<file path="config.mk">
export PLATFORM = sky130hd
export DESIGN_NAME = johnson_counter_gen_flat
export DESIGN_NICKNAME = d
export VERILOG_FILES = /design/src/rtl/johnson_counter_gen_pkg.sv /design/src/rtl/johnson_counter_gen_if.sv /design/src/rtl/johnson_counter_gen_decode.sv /design/src/rtl/johnson_counter_gen.sv /design/src/flat_wrapper.sv
export SDC_FILE = /design/constraint.sdc
export NUM_CORES = 1
export LEC_CHECK = 0
export CAP_MARGIN = 30
export CORE_AREA = 2 2 39 41
export DETAILED_ROUTE_END_ITERATION = 8
export DIE_AREA = 0 0 41 43
export DONT_BUFFER_PORTS = 1
export GPL_TIMING_DRIVEN = 0
export HOLD_SLACK_MARGIN = 0.08
export SYNTH_ARGS = -nofsm -noshare
export SYNTH_HDL_FRONTEND = slang
export SYNTH_SLANG_ARGS = --single-unit
</file>
<file path="constraint.sdc">
create_clock -name clk -period 1.1 [get_ports clk]
set_input_delay 0.275 -clock clk [delete_from_list [all_inputs] [get_ports clk]]
set_output_delay 0.275 -clock clk [all_outputs]
set_load 0.05 [all_outputs]
</file>
<file path="src/rtl/johnson_counter_gen_pkg.sv">
// Shared definitions for the Johnson counter family: direction encoding and
// the phase-width helper used by the counter, its interface and its decoder.
package johnson_pkg;

    localparam logic DIR_FWD = 1'b0;
    localparam logic DIR_REV = 1'b1;

    function automatic int johnson_phase_w(input int width);
        return $clog2(2 * width);
    endfunction

endpackage

</file>
<file path="src/rtl/johnson_counter_gen_if.sv">
// Control/status bundle of the Johnson counter; master drives controls, slave is the counter.
interface johnson_counter_gen_if
    import johnson_pkg::*;
#(
    parameter int WIDTH = 4,
    parameter int PW    = johnson_phase_w(WIDTH)
);
    logic             prst;
    logic             load;
    logic [WIDTH-1:0] load_val;
    logic             en;
    logic             dir;
    logic [WIDTH-1:0] out;
    logic [PW-1:0]    phase;
    logic [2*WIDTH-1:0] dec;
    logic             tc;
    logic             err;

    modport master (
        output prst, load, load_val, en, dir,
        input  out, phase, dec, tc, err
    );

    modport slave (
        input  prst, load, load_val, en, dir,
        output out, phase, dec, tc, err
    );
endinterface

</file>
<file path="src/rtl/johnson_counter_gen_decode.sv">
// Combinational Johnson-state decoder: legality, one-hot phase decode and binary phase.
module johnson_decode
    import johnson_pkg::*;
#(
    parameter int WIDTH = 4,
    parameter int PW    = johnson_phase_w(WIDTH)
) (
    input  logic [WIDTH-1:0]   i_out,
    output logic               o_legal,
    output logic [PW-1:0]      o_phase,
    output logic [2*WIDTH-1:0] o_dec
);
    logic [WIDTH-1:0]   w_inc;
    logic [WIDTH-1:0]   w_inv;
    logic [WIDTH-1:0]   w_inv_inc;
    logic [2*WIDTH-1:0] w_raw_dec;

    // Legal states are a run of ones anchored at bit 0, or a run of zeros anchored at bit 0.
    assign w_inc     = i_out + WIDTH'(1);
    assign w_inv     = ~i_out;
    assign w_inv_inc = w_inv + WIDTH'(1);
    assign o_legal   = ((i_out & w_inc) == '0) || ((w_inv & w_inv_inc) == '0);

    generate
        for (genvar gi = 0; gi < WIDTH; gi++) begin : g_dec
            if (gi == 0) begin : g_ends
                assign w_raw_dec[0]     = ~i_out[WIDTH-1] & ~i_out[0];
                assign w_raw_dec[WIDTH] =  i_out[WIDTH-1] &  i_out[0];
            end else begin : g_mid
                assign w_raw_dec[gi]         =  i_out[gi-1] & ~i_out[gi];
                assign w_raw_dec[WIDTH + gi] = ~i_out[gi-1] &  i_out[gi];
            end
        end
    endgenerate

    assign o_dec = o_legal ? w_raw_dec : '0;

    always_comb begin
        o_phase = '0;
        for (int k = 0; k < 2 * WIDTH; k++) begin
            if (o_dec[k]) begin
                o_phase = o_phase | PW'(k);
            end
        end
    end
endmodule

</file>
<file path="src/rtl/johnson_counter_gen.sv">
// Parametrised Johnson counter: priority next-state mux, state register and tc/err pulse flags.
module johnson_counter_gen
    import johnson_pkg::*;
#(
    parameter int               WIDTH      = 4,
    parameter logic [WIDTH-1:0] PRESET_VAL = '1
) (
    input  logic                  clk,
    input  logic                  clr,
    johnson_counter_gen_if.slave  bus
);
    localparam int PW = johnson_phase_w(WIDTH);
    localparam int N  = 2 * WIDTH;

    function automatic bit preset_is_legal(input logic [WIDTH-1:0] v);
        logic [WIDTH-1:0] inc;
        logic [WIDTH-1:0] inv;
        logic [WIDTH-1:0] inv_inc;
        inc     = v + WIDTH'(1);
        inv     = ~v;
        inv_inc = inv + WIDTH'(1);
        return ((v & inc) == '0) || ((inv & inv_inc) == '0);
    endfunction

    generate
        if (WIDTH < 2) begin : g_bad_width
            $error("johnson_counter_gen: WIDTH must be at least 2");
        end
        if (!preset_is_legal(PRESET_VAL)) begin : g_bad_preset
            $error("johnson_counter_gen: PRESET_VAL is not a legal Johnson state");
        end
    endgenerate

    logic [WIDTH-1:0]   r_out;
    logic               r_tc;
    logic               r_err;
    logic [WIDTH-1:0]   w_out_next;
    logic               w_tc_next;
    logic               w_err_next;
    logic               w_legal;
    logic [PW-1:0]      w_phase;
    logic [2*WIDTH-1:0] w_dec;

    johnson_decode #(
        .WIDTH (WIDTH),
        .PW    (PW)
    ) u_decode (
        .i_out   (r_out),
        .o_legal (w_legal),
        .o_phase (w_phase),
        .o_dec   (w_dec)
    );

    // clr is handled in the register itself; everything below is the non-reset priority chain.
    always_comb begin
        w_out_next = r_out;
        w_tc_next  = 1'b0;
        w_err_next = 1'b0;
        if (bus.prst) begin
            w_out_next = PRESET_VAL;
        end else if (bus.load) begin
            w_out_next = bus.load_val;
        end else if (bus.en) begin
            if (!w_legal) begin
                w_out_next = '0;
                w_err_next = 1'b1;
            end else if (bus.dir == DIR_FWD) begin
                w_out_next = {r_out[WIDTH-2:0], ~r_out[WIDTH-1]};
                w_tc_next  = (w_phase == PW'(N - 1));
            end else begin
                w_out_next = {~r_out[0], r_out[WIDTH-1:1]};
                w_tc_next  = (w_phase == PW'(1));
            end
        end
    end

    always_ff @(posedge clk) begin
        if (clr) begin
            r_out <= '0;
            r_tc  <= 1'b0;
            r_err <= 1'b0;
        end else begin
            r_out <= w_out_next;
            r_tc  <= w_tc_next;
            r_err <= w_err_next;
        end
    end

    assign bus.out   = r_out;
    assign bus.phase = w_phase;
    assign bus.dec   = w_dec;
    assign bus.tc    = r_tc;
    assign bus.err   = r_err;
endmodule

</file>
<file path="src/flat_wrapper.sv">
// flat-port wrapper written by rule: the top's interface ports become plain ports
module johnson_counter_gen_flat import johnson_pkg::*;
#(
    parameter int               WIDTH      = 4,
    parameter logic [WIDTH-1:0] PRESET_VAL = '1
)
  (clk, clr, bus_prst, bus_load, bus_load_val, bus_en, bus_dir, bus_out, bus_phase, bus_dec, bus_tc, bus_err);
  johnson_counter_gen_if #(.WIDTH(WIDTH)) bus_i ();
  input  logic clk;
  input  logic clr;
  input wire logic [$bits(bus_i.prst)-1:0] bus_prst;
  input wire logic [$bits(bus_i.load)-1:0] bus_load;
  input wire logic [$bits(bus_i.load_val)-1:0] bus_load_val;
  input wire logic [$bits(bus_i.en)-1:0] bus_en;
  input wire logic [$bits(bus_i.dir)-1:0] bus_dir;
  output wire logic [$bits(bus_i.out)-1:0] bus_out;
  output wire logic [$bits(bus_i.phase)-1:0] bus_phase;
  output wire logic [$bits(bus_i.dec)-1:0] bus_dec;
  output wire logic [$bits(bus_i.tc)-1:0] bus_tc;
  output wire logic [$bits(bus_i.err)-1:0] bus_err;
  assign bus_i.prst = bus_prst;
  assign bus_i.load = bus_load;
  assign bus_i.load_val = bus_load_val;
  assign bus_i.en = bus_en;
  assign bus_i.dir = bus_dir;
  assign bus_out = bus_i.out;
  assign bus_phase = bus_i.phase;
  assign bus_dec = bus_i.dec;
  assign bus_tc = bus_i.tc;
  assign bus_err = bus_i.err;
  johnson_counter_gen #(.WIDTH(WIDTH), .PRESET_VAL(PRESET_VAL)) u_core (.clk(clk), .clr(clr), .bus(bus_i));
endmodule
</file>
==> impl_results.md <==
- CP startpoint kind: register
- Worst-Margin Slew: ~0.57 ns
- Deepest clock path buffer count: 2
- EDFF count, synth: 0
- Yosys reg bits: 6
- Drt first pass iters: 4
- Setup WS post-layout: -0.722 ns
- Die height: 43 um
- Remaining global-route overflow: 0
- Post-synth top cells: 8 x nand2b_1, 6 x dfxtp_1
- Total power: 1.05 mW
- H-tree levels: 1
- Vias per std cell: roughly 5.6
- Hold crit path type: input port to register
- DR vias: about 590
- Power share of the sequential group: 29.8%
- Tcrit/Tclk final: 166%
- Combinational power share: 47.0%
- I/O pins: 27
- Skew-Pair Late Insertion Delay: 0.26 ns
- YS warnings: 0
- Die Width: 41 um
- Ant. Diodes: 0
- Synth cell types: 31
- RePlAce Congestion: 0.719
- Yosys top cell area share: 22.3%
- Critical path class: register to primary output
- Clk slew on worst S/H paths: ~0.06 ns
- Detailed-route wire length per cell: approximately 16 um
- Pre-CTS setup slack: -0.477 ns
- P_sw: 0.453 mW
- Critical Path AT: 1.55 ns
- Leakage: 0.337 nW
- Worst-case clock skew: approximately 0.012 ns
- Fmax: 0.549 GHz
- Placed Area: 682 sq um
- CP Max Fanout: 6
- Largest cells by area after synthesis: dfxtp_1 22%, nand2b_1 9.3%, a311oi_1 6.5%, or3_1 5.8%, nor3b_1 5.6%
- Sw Ratio: a little over two fifths
- Drt initial violations: 9
- CTS Buf Count: 3
- Most common cell in the synthesized netlist: nand2b_1
- CP required: 0.82 ns
- Internal: ~0.6 mW
- Largest net degree at the start of global routing: 11
- Max Cap Viol: 0
- Final #Nets: 100
- Routed Wire Length: 1.72 mm
- Pins Over Slew Limit: 0
- Clk pwr share: 23.2%
- Final Setup Violations: 17
- Initial antenna violation count: 0
- CTS root buf: clkbuf_4
- Cells after synthesis: 71
- Register area share after synthesis: 22.3%
- Layout cells sized above 1: 57.3%
- PortBufs: 0
- Starting density of the core: about two fifths
- Post-route ant nets: 0
- Worst Setup End Kind: primary output
- CTS tree: yes
- Syn_nets: roughly 80
- Vias in the first global route: 604
- Failing checks: negative setup slack
- Status: finished, violations left
- Post-layout util: 68.0%
- FFs w/ async S/R, synth: 0%
- Peak supply drop: 0.916 mV
- Fin area: 941 sq um
- Die area: 1760 sq um
- Period minus WS final: 1.82 ns
- Largest area contributor in the netlist: dfxtp_1
- PD cells: 1120 nW/um^2
- Core Box Area: around 1400 sq um
- Synth Flop Type: dfxtp_1
- Area Growth Syn to Fin: 74.5%
- Worst slew margin: 62.1%
- Final hold slack: 0.203 ns
- Post-DP HPWL: between 1 and 1.5 mm
- Gr usage total: between 20% and 30%
- Syn avg cell area: 7.60 sq um
- DRC: 0
- Cell area after synthesis: 539 sq um
- Clock Sinks: 6
- Std cell rows: 14
- Unrepaired setup endpoints after global routing: true
- Endpoints failing hold: 0
- Global-route wire length before repair: between 2 and 3 mm
power by group through the flow:
stage          Clock [mW]  Sequential, mW  Combinational (mW)
5_1_grt             0.253           0.316               0.519
3_5_place_dp            0           0.312               0.350
3_3_place_gp            0           0.312               0.348
6_report            0.244           0.313               0.494
4_1_cts             0.245           0.313               0.429
2_1_floorplan           0           0.303               0.320
cell type report:
cell class / instances / area (sq um)
Sequential cell: 6 / 138
Buffer: 5 / 60.1
Multi-Input combinational cell: 58 / 544
Inverter: 1 / 3.75
Tap cell: 16 / 20.0
Fill cell: 114 / 443
Timing Repair Buffer: 15 / 149
Clock buffer: 4 / 26.3
worst paths after layout:
kind	slack (ns)	endpoint	from	cells after the start
min	0.20	u_core.bus.out[2]$_SDFFE_PP0P_	bus_dir	2
max reg2reg	-0.46	u_core.bus.out[0]$_SDFFE_PP0P_	u_core.bus.out[2]$_SDFFE_PP0P_	5
min reg2reg	0.75	u_core.bus.out[1]$_SDFFE_PP0P_	u_core.bus.out[2]$_SDFFE_PP0P_	2
max	-0.72	bus_dec[7]	u_core.bus.out[3]$_SDFFE_PP0P_	3
cells by family after synthesis:
logic type | count (synthesis) | share of synthesized area (%)
flops | 6 | 22.3
buf+inv | 7 | 6.03
compound gates | 17 | 21.8
mux | 3 | 6.03
simple gates | 38 | 43.9
sequential cells by signal, indices dropped and copies added, names as in the netlist:
register and flops:
u_core.bus.err 1, u_core.bus.tc 1, u_core.bus.out 4
worst max-delay path, stage by stage, from the launching register on:
cell and delay, ns:
dfxtp_4 0.49, buf_8 0.14, and3_4 0.29, nor2b_4 0.36
per-stage QoR:
stage | setup TNS (ns) | cells
after floorplan | -3.94 | 71
after global placement | -4.98 | 87
after detailed placement | -4.89 | 87
after CTS | -7.86 | 98
after global routing | -8.57 | 105
final | -7.97 | 105
timing repair:
| action | in CTS | in global routing |
|---|---|---|
| pin swaps | 9 | 10 |
| hold endpoints to repair | 3 | 1 |
| endpoints found under the setup margin | 19 | 17 |
| gates resized for setup | 17 | 10 |
| buffers inserted | 7 | 6 |
| hold buffers | 1 | 1 |
cells in the final DEF (no fill, tap or decap), drive strengths merged, types with 2 or more instances in the layout:
master,instances
dfxtp,6
a311oi,4
nor2,5
a21oi,5
a211oi,3
nor2b,2
clkbuf,5
or3,5
nor3,2
buf,17
mux2,2
o21ai,2
and2,3
nand2b,8
nor3b,4
dlygate4sd3,2
routing by layer:
layer,track usage [%],routed length [um],up-vias
met4,2.00,0,0
met5,0,0,-
li1,-,-,295
met3,11.0,87,0
met2,32.5,889,14
met1,29.8,742,284
(Power assumes the default switching activity.)
